<file path="src/rtl/symbol_decoder.sv">
// symbol_decoder: multi-cycle signed argmax over a captured score vector, LANES compares per beat.
module symbol_decoder #(
    parameter int QN          = 6,
    parameter int QM          = 11,
    parameter int NUM_SYMBOLS = 8,
    parameter int LANES       = 2
) (
    input  logic                                     clock,
    input  logic                                     reset,
    input  logic                                     newSample_in,
    input  logic [NUM_SYMBOLS*(QN+QM+1)-1:0]         inputVec,
    output logic                                     newSample_out,
    output logic [((NUM_SYMBOLS > 2) ? $clog2(NUM_SYMBOLS) : 1)-1:0] symbolOut,
    output logic [QN+QM:0]                           maxScore,
    output logic                                     busy,
    output logic                                     dropped
);
    localparam int BITWIDTH     = QN + QM + 1;
    localparam int SYM_BITWIDTH = (NUM_SYMBOLS > 2) ? $clog2(NUM_SYMBOLS) : 1;
    localparam int SCAN_CYCLES  = NUM_SYMBOLS / LANES;
    localparam int BEAT_W       = (SCAN_CYCLES > 1) ? $clog2(SCAN_CYCLES) : 1;
    localparam logic [BITWIDTH-1:0] MOST_NEG = {1'b1, {(BITWIDTH-1){1'b0}}};

    typedef enum logic {IDLE, SCAN} stateType;

    stateType                          state, nextState;
    logic [NUM_SYMBOLS*BITWIDTH-1:0]   vecReg;
    logic [BEAT_W-1:0]                 beat;
    logic signed [BITWIDTH-1:0]        bestScore, chainScore, elem;
    logic [SYM_BITWIDTH-1:0]           bestIdx, chainIdx;
    logic                              lastBeat;

    assign lastBeat = beat == BEAT_W'(SCAN_CYCLES - 1);
    assign busy     = state != IDLE;

    always_comb begin
        nextState = state == IDLE ? (newSample_in ? SCAN : IDLE) : (lastBeat ? IDLE : SCAN);
    end

    // Lanes chain in ascending index order; strict compare keeps the lowest index on ties.
    always_comb begin
        chainScore = bestScore;
        chainIdx   = bestIdx;
        elem       = '0;
        for (int j = 0; j < LANES; j++) begin
            elem = $signed(vecReg[(int'(beat) * LANES + j) * BITWIDTH +: BITWIDTH]);
            if (elem > chainScore) begin
                chainScore = elem;
                chainIdx   = SYM_BITWIDTH'(int'(beat) * LANES + j);
            end
        end
    end

    always_ff @(posedge clock) begin
        state <= !reset ? IDLE : nextState;
    end

    always_ff @(posedge clock) begin
        if (!reset) begin
            vecReg        <= '0;
            beat          <= '0;
            bestScore     <= '0;
            bestIdx       <= '0;
            symbolOut     <= '0;
            maxScore      <= '0;
            newSample_out <= 1'b0;
            dropped       <= 1'b0;
        end else begin
            newSample_out <= state == SCAN && lastBeat;
            dropped       <= state == SCAN && newSample_in;
            if (state == IDLE && newSample_in) begin
                vecReg    <= inputVec;
                bestScore <= MOST_NEG;
                bestIdx   <= '0;
                beat      <= '0;
            end else if (state == SCAN) begin
                bestScore <= chainScore;
                bestIdx   <= chainIdx;
                beat      <= lastBeat ? '0 : beat + 1'b1;
                if (lastBeat) begin
                    symbolOut <= chainIdx;
                    maxScore  <= chainScore;
                end
            end
        end
    end
endmodule
</file>
<file path="config.mk">
export PLATFORM = sky130hd
export DESIGN_NAME = symbol_decoder
export DESIGN_NICKNAME = d
export VERILOG_FILES = /design/src/rtl/symbol_decoder.sv
export SDC_FILE = /design/constraint.sdc
export NUM_CORES = 1
export LEC_CHECK = 0
export CORE_UTILIZATION = 30
export CTS_BUF_LIST = sky130_fd_sc_hd__clkbuf_2
export DETAILED_ROUTE_END_ITERATION = 10
export PLACE_DENSITY = 0.63
export SYNTH_ARGS = -nofsm -noshare
export SYNTH_HDL_FRONTEND = slang
export SYNTH_SLANG_ARGS = --single-unit
</file>
<file path="constraint.sdc">
create_clock -name clock -period 5.1 [get_ports clock]
set_clock_uncertainty 0.15 [all_clocks]
set_input_delay 1.53 -clock clock [delete_from_list [all_inputs] [get_ports clock]]
set_output_delay 1.53 -clock clock [all_outputs]
set_load 0.05 [all_outputs]
</file>
==> metrics.txt <==
status finished, final reports clean; number of global-route vias before repair 7569; Clock Sinks 191; highest clock rate 198 MHz; clock-pin slew on the worst setup and hold paths 260 ps; Crit-path slowest cell mux4_2; worst slew pin tran 921 ps; clk_lat worst skew 770 ps; final worst path period share 99.2%; synthesized area 9020 µm²; post-DP HPWL 20200 µm; Crit path max-delay family compound AO/OA/AOI/OAI gates; Overall Global Routing Usage 17.7%; Post-Route WL 27700 µm; startpoint types flip-flop; Synth Instances 1002; Crit Path Category reg2reg; global-route wire length before repair 42100 µm; Residual DRC 0; CP Buf/Inv Count 4; Hold Vio Cnt, Final 0; setup TNS 0 ps; Post-CTS Hold Buffers 0; min Tclk post-route 5060 ps; worst vdd ir 138 µV; Post-Syn Nets 1186; Yosys reg bits 191; Util after Layout 40.6%; WL/cell 17.6 µm; # fillers 2982; async set or reset register ratio after synthesis 0%; sequential area share after synthesis 42.4%; TritonCTS clock tree yes; Synth warnings 0; synth-to-layout area growth 33.4%; RSZ-0062 raised after global routing yes; clock root buffer clkbuf_2; Syn Area/Cell 9.01 µm²; CP Max Fanout 11; post-detailed-route via-to-cell ratio 4.95; I/O Pins 171; PnR worst setup slack 42.0 ps; DR vias 7790; number of port buffers 170; area of the core 29600 µm²; Setup Viol. Count Final 0; largest net degree at the start of global routing 92; Die Area 30800 µm²; fin. max-slew vios 0; Initial Util 30.5%; number of max-cap violations 0; final antenna-violating net count 0; Pwr Density 300 nW/µm²; top_reg_cell synth dfxtp_1; floorplan row count 63; clock buffer count from CTS 17; layout cells sized above 1 13.5%; total gr overflow 0; min-delay worst type reg2reg; crit-path cells buf_12, clkbuf_16, mux4_2, ha_1, nand4_1, and4bb_1, a21oi_2, o21ai_2, o31ai_4, buf_6, mux2i_4, ha_1, nand4_1, nor2_1, a221o_1, a211o_1, and2_4, buf_12, a32oi_2, o21ai_1; H-tree levels 4; Post-Layout Cell Count 1575; crit end category flip-flop; Placement Setup Slack -57.7 ps; 1st-pass router iterations 5; RePlAce Congestion 0.869; nets 1354; critical path's largest stage delay 570 ps; Req. time, crit path 5630 ps; leak pwr 0.00438 µW; clk buf depth 2; die width 175 µm; count of cell types in the netlist 39; Slew HR 38.6%; Inst Count DP 1521; initial antenna violation count 1; Die H 175 µm; WP data arrival 5590 ps; initial DRC count 467; Post-synth EDFFs 0
-- worst paths after layout --
kind                            depth (start not counted)             to        from  slack (ps)
worst max-delay path                                   20  bestScore[12]     beat[0]          40
worst max register to register                         20  bestScore[12]     beat[0]          40
worst min register to register                          2     vecReg[33]  vecReg[33]         330
worst min-delay path                                    2     vecReg[33]  vecReg[33]         330
-- synth_stat cells, types with 3 or more instances --
cell type	count	area share [%]
and3_1	16	1.1
buf_6	5	0.62
o21ai_0	10	0.55
ha_1	37	5.1
nor3b_1	3	0.25
nor2b_1	3	0.21
o211ai_1	4	0.33
nor2_1	7	0.29
nand3_1	13	0.72
a21boi_0	144	12
mux4_2	36	9.0
nand2_1	300	12
a21o_1	9	0.75
clkbuf_1	57	2.4
nand4_1	6	0.42
o21ai_1	31	1.7
mux2i_1	20	2.2
a32oi_1	17	1.6
a21oi_1	13	0.72
dfxtp_1	191	42
buf_1	9	0.37
buf_2	5	0.28
a211oi_1	5	0.42
a31oi_1	15	1.0
and2_1	5	0.35
inv_1	25	1.0
-- registers in the layout, summed over array words and instances (netlist names), 2 cells and up --
register / count
bestIdx: 3
vecReg: 144
beat: 2
bestScore: 18
symbolOut: 3
maxScore: 18
-- worst register-to-register path: stages (launching register included) --
cell and delay [ps]:
dfxtp_4 450, buf_12 120, clkbuf_16 150, mux4_2 570, ha_1 310, nand4_1 130
and4bb_1 230, a21oi_2 180, o21ai_2 90, o31ai_4 390, buf_6 240, mux2i_4 280
ha_1 260, nand4_1 130, nor2_1 70, a221o_1 310, a211o_1 300, and2_4 180
buf_12 150, a32oi_2 200, o21ai_1 90
-- metal layers --
metal	vias to the layer above	GRT usage [%]	share of wire, %
met5	-	0	0
met4	0	4.57	1.4
met3	30	4.52	6.2
met2	223	27.7	46
met1	3705	24.1	46
li1	3832	-	-
-- cells in the final DEF (no fill, tap or decap), types with 4 or more instances in the layout --
cell type,netlist,layout
nand4_1,6,6
buf_12,0,9
clkinv_1,0,4
o21ai_0,10,8
o211ai_1,4,4
nand3_1,13,13
and2_1,5,4
ha_4,0,8
o21ai_1,31,32
a21o_1,9,9
nor2_1,7,7
a21boi_0,144,144
ha_1,37,29
clkbuf_2,0,17
mux2i_4,0,8
mux4_2,36,36
a211oi_1,5,5
a31oi_1,15,13
clkdlybuf4s50_1,0,169
and3_1,16,16
mux2i_2,0,4
a32oi_1,17,12
dfxtp_1,191,189
nand2_1,300,297
a32oi_2,0,5
a21oi_1,13,13
buf_6,5,7
buf_4,0,37
mux2i_1,20,8
inv_1,25,25
-- final cells by class --
type / instances / area [µm²] / area share [%]
timing repair buffer: 225 / 2280 / 19.0
tap: 390 / 488 / 4.05
antenna: 2 / 5.00 / 0.0416
clock buffer: 17 / 85.1 / 0.707
clock inverter: 15 / 168 / 1.39
inverter: 25 / 93.8 / 0.780
sequential: 191 / 3830 / 31.8
multi-input combinational: 710 / 5080 / 42.2
-- where the power goes --
group	switching, µW	internal (µW)	total, µW
logic	605	577	1180
registers	52.3	1580	1630
clock network	532	270	803
total	1190	2430	3610
-- through the flow --
step / hold WS [ps] / instance area (µm²) / total power, µW
final: 328 / 12000 / 3610
after global placement: 300 / 11200 / 2560
after CTS: 334 / 11500 / 3370
after floorplan: 290 / 9020 / 2250
after global routing: 352 / 12000 / 3790
after detailed placement: 307 / 11200 / 2570
-- cells by family (layout without fill, tap and decap cells) --
kind of cell,after synthesis,after routing,share of synthesized area (%)
adder cells (fa/ha/maj),37,37,5.13
AO/OA/AOI/OAI,257,257,20.2
flip-flops,191,191,42.4
AND/OR/NAND/NOR,360,360,16.4
buffers and inverters,101,282,4.69
multiplexers,56,56,11.2
other,0,2,0
-- timing repair --
action | CTS | global route
gates resized for setup | 1 | 60
endpoints found under the setup margin | 24 | 42
buffers inserted | 0 | 15
cloned | 0 | 5
pin swaps | 0 | 20
(Power assumes the default switching activity.)
